--- config.mk ---
export PLATFORM = sky130hd
export DESIGN_NAME = fork_with_flow_control
export DESIGN_NICKNAME = d
export VERILOG_FILES = /design/src/rtl/fork_with_flow_control.sv
export SDC_FILE = /design/constraint.sdc
export NUM_CORES = 1
export LEC_CHECK = 0
export CORE_MARGIN = 3
export CORE_UTILIZATION = 52
export CTS_CLUSTER_SIZE = 16
export DETAILED_ROUTE_END_ITERATION = 8
export GPL_TIMING_DRIVEN = 0
export PLACE_DENSITY_LB_ADDON = 0.05
export SETUP_SLACK_MARGIN = 0.15
export SLEW_MARGIN = 20
export SYNTH_ARGS = -nofsm -noshare
export SYNTH_HDL_FRONTEND = slang
export SYNTH_HIERARCHICAL = 1
export SYNTH_SLANG_ARGS = --single-unit
--- constraint.sdc ---
create_clock -name clk -period 4.2 [get_ports clk]
set_input_delay 1.05 -clock clk [delete_from_list [all_inputs] [get_ports clk]]
set_output_delay 1.05 -clock clk [all_outputs]
set_load 0.05 [all_outputs]
--- src/rtl/fork_with_flow_control.sv ---
// fork_with_flow_control: splits one valid/ready stream of 2*WIDTH-bit words into
// two independently drained WIDTH-bit streams, each with its own FIFO.
module fork_fifo #(
  parameter int W = 4,
  parameter int D = 2
) (
  input  logic         clk,
  input  logic         rst_n,
  input  logic         push_i,
  input  logic [W-1:0] data_i,
  input  logic         rdy_i,
  output logic         vld_o,
  output logic [W-1:0] data_o,
  output logic         full_o
);
  localparam int AW = $clog2(D);
  localparam int CW = AW + 1;
  logic [W-1:0] mem_q [D];
  logic [AW-1:0] wp_q, wp_d, rp_q, rp_d;
  logic [CW-1:0] cnt_q, cnt_d;
  logic pop;
  assign vld_o  = cnt_q != '0;
  assign full_o = cnt_q == CW'(D);
  assign data_o = mem_q[rp_q];
  assign pop    = vld_o & rdy_i;
  always_comb begin
    wp_d  = push_i ? wp_q + AW'(1) : wp_q;
    rp_d  = pop ? rp_q + AW'(1) : rp_q;
    cnt_d = cnt_q + CW'(push_i) - CW'(pop);
  end
  always_ff @(posedge clk) begin
    if (!rst_n) begin
      wp_q  <= '0;
      rp_q  <= '0;
      cnt_q <= '0;
    end else begin
      wp_q  <= wp_d;
      rp_q  <= rp_d;
      cnt_q <= cnt_d;
    end
  end
  // Storage needs no reset: counts gate visibility.
  always_ff @(posedge clk) begin
    if (push_i) mem_q[wp_q] <= data_i;
  end
endmodule

module fork_with_flow_control #(
  parameter int WIDTH = 4,
  parameter int DEPTH = 2
) (
  input  logic               clk,
  input  logic               rst_n,
  input  logic               in_vld,
  output logic               in_rdy,
  input  logic [2*WIDTH-1:0] in_data,
  output logic               a_vld,
  input  logic               a_rdy,
  output logic [WIDTH-1:0]   a_data,
  output logic               b_vld,
  input  logic               b_rdy,
  output logic [WIDTH-1:0]   b_data
);
  logic a_full, b_full, push;
  // Ready depends on registered fullness only, so a full FIFO popping still stalls one cycle.
  assign in_rdy = ~a_full & ~b_full;
  assign push   = in_vld & in_rdy;
  fork_fifo #(.W(WIDTH), .D(DEPTH)) u_a (
    .clk(clk), .rst_n(rst_n), .push_i(push), .data_i(in_data[WIDTH-1:0]),
    .rdy_i(a_rdy), .vld_o(a_vld), .data_o(a_data), .full_o(a_full)
  );
  fork_fifo #(.W(WIDTH), .D(DEPTH)) u_b (
    .clk(clk), .rst_n(rst_n), .push_i(push), .data_i(in_data[2*WIDTH-1:WIDTH]),
    .rdy_i(b_rdy), .vld_o(b_vld), .data_o(b_data), .full_o(b_full)
  );
endmodule

==> results of run 1 <==
-- logic make-up after synthesis --
kind of cell               share of synthesized area, %
and+or+nand+nor                                   11.50
xor gates and xnor gates                          4.181
adders and majority gates                         4.646
AOI/OAI and AO/OA                                 3.020
muxes                                             12.08
buffers and inverters                             1.393
DFF                                               63.18
-- area by class of cell --
class | count | area, um^2
well taps | 25 | 31.28
repair buffers | 23 | 230.2
inverters | 4 | 15.01
fillers | 148 | 464.2
clock buffers | 4 | 36.28
flip-flops and latches | 26 | 680.7
multi-input cells | 42 | 381.6
-- power groups by stage --
stage / sequential (W) / combinational [W] / clock (W)
2_1_floorplan: 0.000369 / 0.000326 / 0
3_3_place_gp: 0.000375 / 0.000435 / 0
3_5_place_dp: 0.000379 / 0.000445 / 0
4_1_cts: 0.000373 / 0.000446 / 0.000125
5_1_grt: 0.000381 / 0.000472 / 0.000136
6_report: 0.000372 / 0.000441 / 0.000120
-- Yosys cell counts --
cell / instances / area share (%)
nand2_1: 2 / 0.70
nor3b_2: 1 / 1.2
o21a_2: 2 / 1.6
xnor3_1: 2 / 4.2
o21a_1: 2 / 1.4
ha_1: 4 / 4.6
or2_1: 2 / 1.2
mux2_2: 8 / 8.4
edfxtp_1: 16 / 45
inv_1: 4 / 1.4
and2_1: 4 / 2.3
mux2i_1: 4 / 3.7
nand2b_1: 2 / 1.2
nor2b_1: 8 / 4.6
nor2_1: 1 / 0.35
dfxtp_1: 10 / 19
-- state kept, by name (all words and copies together) (netlist names), named ones only --
signal and flops:
u_a/mem_q 8, u_b/rp_q 1, u_b/mem_q 8, u_a/cnt_q 2, u_a/rp_q 1, u_b/wp_q 1, u_b/cnt_q 2, u_a/wp_q 1
-- layer usage --
layer | wire [um] | vias to the layer above
met4 | 6 | 0
met2 | 792 | 15
met3 | 76 | 2
li1 | - | 310
met1 | 662 | 276
met5 | 0 | -
-- worst register-to-register path, cell delays in order (launching register included) --
cell	delay, ns
dfxtp_1	0.37
nor2b_1	0.16
nor3b_2	0.44
nor2b_1	0.45
-- through the flow --
stage,hold WS (ns),instances,total power (W),util (%)
after floorplan,0.4516,72,0.0006946,-
after global placement,0.4607,120,0.0008107,72.79
after detailed placement,0.4707,120,0.0008236,72.79
after CTS,0.4905,124,0.0009444,74.76
after global routing,0.5218,124,0.0009889,74.76
final,0.4865,124,0.0009329,74.76
-- final timing paths --
| check | end | start |
|---|---|---|
| worst max register to register | u_a/mem_q[0][0] | u_b/cnt_q[1] |
| worst max-delay path | b_data[0] | register |
| worst min-delay path | u_b/rp_q | u_b/rp_q |
| worst min register to register | u_b/rp_q | u_b/rp_q |
==> impl_metrics.env, run 1 <==
export IMPL_route_detailed_wl_per_inst_um=12.40
export IMPL_clock_sinks=26
export IMPL_reg2reg_depth=3
export IMPL_num_antenna_cells=0
export IMPL_hold_path_cell_count=2
export IMPL_finalMaxSlewViolations=0
export IMPL_power_combinational_fraction_pct=47.2
export IMPL_worstPathCellList="mux2_2, clkdlybuf4s50_1"
export IMPL_vias=603
export IMPL_wirelength_mm=1.537
export IMPL_worstSetupPathDepth=2
export IMPL_timing_final_crit_share_pct=68.24
export IMPL_post_syn_nets=89
export IMPL_netSwitchingFraction_pct=37.89
export IMPL_unrepaired_setup_endpoints_after_global_routing="false"
export IMPL_grt_start_max_net_pins=15
export IMPL_synth_lib_cells_used_distinct=16
export IMPL_hpwl_mm=1.169
export IMPL_cp_required_ns=3.15
export IMPL_relSlewSlack_pct=66.23
export IMPL_layout_area_overhead_vs_synth_pct=27.64
export IMPL_gr_max_usage_layer="met2"
export IMPL_tritoncts="done"
export IMPL_synth_area_per_cell_um2=14.96
export IMPL_vdd_drop_max_mv=0.4522
export IMPL_cellLeakagePower_nw=0.5245
export IMPL_final_cell_area_mm2=0.001375
export IMPL_worst_path_dominant_cell_family="buffers and inverters"
export IMPL_initial_core_utilization_pct=58.57
export IMPL_std_cell_rows=15
export IMPL_antenna_violations_before_repair=0
export IMPL_intPower_w=0.0005794
export IMPL_max_clock_path_buffers=2
export IMPL_global_route_usage_met3_pct=2.865
export IMPL_clock_root_buffer="clkbuf_4"
export IMPL_grt_pass1_wl_mm=2.553
export IMPL_grt_util_all_layers_pct=13.10
export IMPL_routed_via_density=4.863
export IMPL_gr_usage_met2_pct=23.52
export IMPL_post_route_drc_count=0
export IMPL_cts_hold_buffers=0
export IMPL_crit_type="reg -> out"
export IMPL_setup_viol=0
export IMPL_grt_util_met1_pct=15.02
export IMPL_crit_path_top_delay_cell="clkdlybuf4s50_1"
export IMPL_cts_buffers=3
export IMPL_die_height_um=51.52
export IMPL_dp_slack_ns=1.451
export IMPL_hold_violations=0
export IMPL_final_antenna_net_count=0
export IMPL_pwr_share_seq_pct=39.9
export IMPL_maxCapViolCount=0
export IMPL_critical_path_max_stage_delay_ns=0.70
export IMPL_die_area_mm2=0.002654
export IMPL_switchingPower_w=0.0003535
export IMPL_io_pin_count=24
export IMPL_count_of_port_buffers_added_during_placement=23
export IMPL_max_clock_freq_ghz=0.3489
export IMPL_synthesis_area_mm2=0.001077
export IMPL_gp_congestion=0.6927
export IMPL_yosys_warnings=6
export IMPL_worst_clock_skew_ns=0.006101
export IMPL_cts_repair_timing_setup_buffer_count=0
export IMPL_worst_path_buf_inv=1
export IMPL_cp_data_arrival_time_ns=1.82
export IMPL_nets=117
export IMPL_post_route_cells_drive_above_1_share_pct=15.15
export IMPL_layout_cells_most_common_list="clkdlybuf4s50_1, edfxtp_1, dfxtp_1"
export IMPL_cts_resized=0
export IMPL_detail_route_first_pass_iterations=3
export IMPL_worstPathMaxFanout=4
export IMPL_run_status="complete, no violations"
export IMPL_postSynthRegisterBits=26
export IMPL_post_synth_inst_count=72
export IMPL_final_period_minus_worst_setup_slack_ns=2.866
export IMPL_globalRoute_totalOverflow=0
export IMPL_dieWidth_um=51.52
export IMPL_place_area_mm2=0.001339
export IMPL_finalSetupTns_ns=0
export IMPL_reg2reg_slack_ns=2.44
export IMPL_htreeDepth=1
export IMPL_hp_class="reg -> reg"
export IMPL_mostFrequentLayoutCell="clkdlybuf4s50_1"
export IMPL_clkTransAtPathRegs_ns=0.13
export IMPL_pwr_share_clk_pct=12.9
export IMPL_crit_start_category="register"
export IMPL_clk_insertion_delay_late_ns=0.31
export IMPL_ys_seq_area_share_pct=63.18
export IMPL_final_setup_worst_slack_ns=1.334
export IMPL_drtIter0Drc=7
export IMPL_worst_slew_pin_slew_ns=0.5050
export IMPL_power_per_cell_area_mw_per_mm2=678.4
export IMPL_grt_pass1_vias=633
export IMPL_design_core_area_mm2=0.001839
export IMPL_worst_setup_path_end_kind="primary output"
Note: power is estimated with default switching activity, not from simulation.
==> run 2: changes to the inputs <==
CORE_UTILIZATION = 48   (was 52)
clock period = 3 ns   (was 4.2 ns; I/O delays follow)
==> run 2 against run 1 <==
Final cell count grew 1.6%. Wire length is 6.2% lower. First-iteration DRC count down 86%. Hold slack better by 0.0063 ns. Clock skew fell by 0.0032 ns. Non-clock buffer count unchanged. Clock power grew 39%. Sequential cell count is the same. Critical endpoint is now a_data[0].
==> impl_metrics.env, run 2 (synthesized netlist as in run 1, its figures left out) <==
export IMPL_grt_start_max_net_pins=15
export IMPL_route_detailed_wl_per_inst_um=11.44
export IMPL_die_area_mm2=0.002849
export IMPL_grt_util_all_layers_pct=11.89
export IMPL_cellLeakagePower_nw=0.5245
export IMPL_hpwl_mm=1.115
export IMPL_post_route_cells_drive_above_1_share_pct=15.15
export IMPL_die_height_um=53.38
export IMPL_clock_root_buffer="clkbuf_4"
export IMPL_reg2reg_depth=3
export IMPL_wirelength_mm=1.442
export IMPL_antenna_violations_before_repair=0
export IMPL_design_core_area_mm2=0.002042
export IMPL_cts_hold_buffers=0
export IMPL_worstPathMaxFanout=4
export IMPL_clkTransAtPathRegs_ns=0.13
export IMPL_mostFrequentLayoutCell="clkdlybuf4s50_1"
export IMPL_worst_setup_path_end_kind="primary output"
export IMPL_clk_insertion_delay_late_ns=0.30
export IMPL_hp_class="reg -> reg"
export IMPL_setup_viol=0
export IMPL_vias=604
export IMPL_min_from="u_b/rp_q"
export IMPL_worst_clock_skew_ns=0.002864
export IMPL_finalSetupTns_ns=0
export IMPL_cts_buffers=3
export IMPL_crit_type="reg -> out"
export IMPL_clock_sinks=26
export IMPL_max_clock_path_buffers=2
export IMPL_routed_via_density=4.794
export IMPL_reg2reg_slack_ns=1.30
export IMPL_crit_start_category="register"
export IMPL_initial_core_utilization_pct=52.76
export IMPL_post_route_drc_count=0
export IMPL_final_antenna_net_count=0
export IMPL_relSlewSlack_pct=65.81
export IMPL_gp_congestion=0.6382
export IMPL_r2r_end="u_b/mem_q[0][1]"
export IMPL_grt_pass1_vias=606
export IMPL_power_per_cell_area_mw_per_mm2=944.3
export IMPL_cts_repair_timing_setup_buffer_count=0
export IMPL_nets=117
export IMPL_hold_violations=0
export IMPL_cts_resized=0
export IMPL_layout_top_registers="u_a/mem_q: 8 flops, u_b/mem_q: 8 flops"
export IMPL_cp_data_arrival_time_ns=1.79
export IMPL_end_point_of_the_most_critical_hold_path="u_b/rp_q"
export IMPL_globalRoute_totalOverflow=0
export IMPL_max_clock_freq_ghz=0.3943
export IMPL_cp_required_ns=2.25
export IMPL_run_status="complete, no violations"
export IMPL_crit_path_top_delay_cell="clkdlybuf4s50_1"
export IMPL_num_antenna_cells=0
export IMPL_count_of_port_buffers_added_during_placement=23
export IMPL_hold_path_cell_count=2
export IMPL_htreeDepth=1
export IMPL_layout_area_overhead_vs_synth_pct=27.87
export IMPL_std_cell_rows=16
export IMPL_layout_cells_most_common_list="clkdlybuf4s50_1, edfxtp_1, dfxtp_1"
export IMPL_drtIter0Drc=1
export IMPL_vdd_drop_max_mv=0.6561
export IMPL_critical_path_max_stage_delay_ns=0.70
export IMPL_tritoncts="done"
export IMPL_finish_utilization_pct=67.46
export IMPL_critical_path_reg2reg_startpoint="u_b/cnt_q[1]"
export IMPL_io_pin_count=24
export IMPL_dieWidth_um=53.38
export IMPL_worstPathCellList="mux2_2, clkdlybuf4s50_1"
export IMPL_timing_final_crit_share_pct=84.54
export IMPL_unrepaired_setup_endpoints_after_global_routing="false"
export IMPL_worst_slew_pin_slew_ns=0.5112
export IMPL_detail_route_first_pass_iterations=2
export IMPL_finalMaxSlewViolations=0
export IMPL_grt_pass1_wl_mm=2.387
export IMPL_maxCapViolCount=0
export IMPL_final_period_minus_worst_setup_slack_ns=2.536
run 2: cell counts in the layout (fill, tap and decap cells not counted):
No cell type changed its count.
run 2: worst max-delay path, delay by kind of cell, from the launching register on:
kind	cells	cell delay, ns
buffers and inverters	1	0.70
DFF	1	0.43
muxes	1	0.35
run 2: worst max-delay path by stage:
stage	cells after the start	start	slack (ns)	end
final	2	register	0.46	a_data[0]
after global routing	2	register	0.39	a_data[2]
after CTS	2	register	0.44	a_data[0]
after detailed placement	3	in_vld	0.59	u_b/mem_q[0][3]
after global placement	3	in_vld	0.59	u_a/mem_q[0][3]
after floorplan	2	u_b/cnt_q[1]	1.12	in_rdy
run 2: per-layer routing:
metal | vias to the layer above | routed length [um] | global-route usage [%]
li1 | 307 | - | -
met2 | 16 | 693 | 21.02
met3 | 2 | 85 | 1.972
met5 | - | 0 | 0
met4 | 0 | 15 | 6.383
met1 | 279 | 647 | 13.41
run 2: cell type report:
class | instances | area [um^2]
flip-flops and latches | 26 | 680.7
fillers | 161 | 664.4
multi-input cells | 42 | 381.6
repair buffers | 23 | 230.2
clock buffers | 4 | 36.28
well taps | 27 | 33.78
inverters | 4 | 15.01
run 2: stage by stage:
stage | cell area (um^2) | std cells | hold WS [ns] | setup slack, ns | total power [W]
after floorplan | 1077 | 72 | 0.4516 | 1.125 | 0.0009725
after global placement | 1341 | 122 | 0.4613 | 0.5945 | 0.001135
after detailed placement | 1341 | 122 | 0.4763 | 0.5859 | 0.001151
after CTS | 1378 | 126 | 0.4967 | 0.4364 | 0.001316
after global routing | 1378 | 126 | 0.5264 | 0.3916 | 0.001380
final | 1378 | 126 | 0.4928 | 0.4637 | 0.001301
run 2: where the power goes:
part           internal [W]  switching, W  leakage [nW]
logic              0.000264      0.000352         0.272
clock network     0.0000740     0.0000934        0.0210
registers          0.000473     0.0000451         0.231
total              0.000811      0.000490         0.525
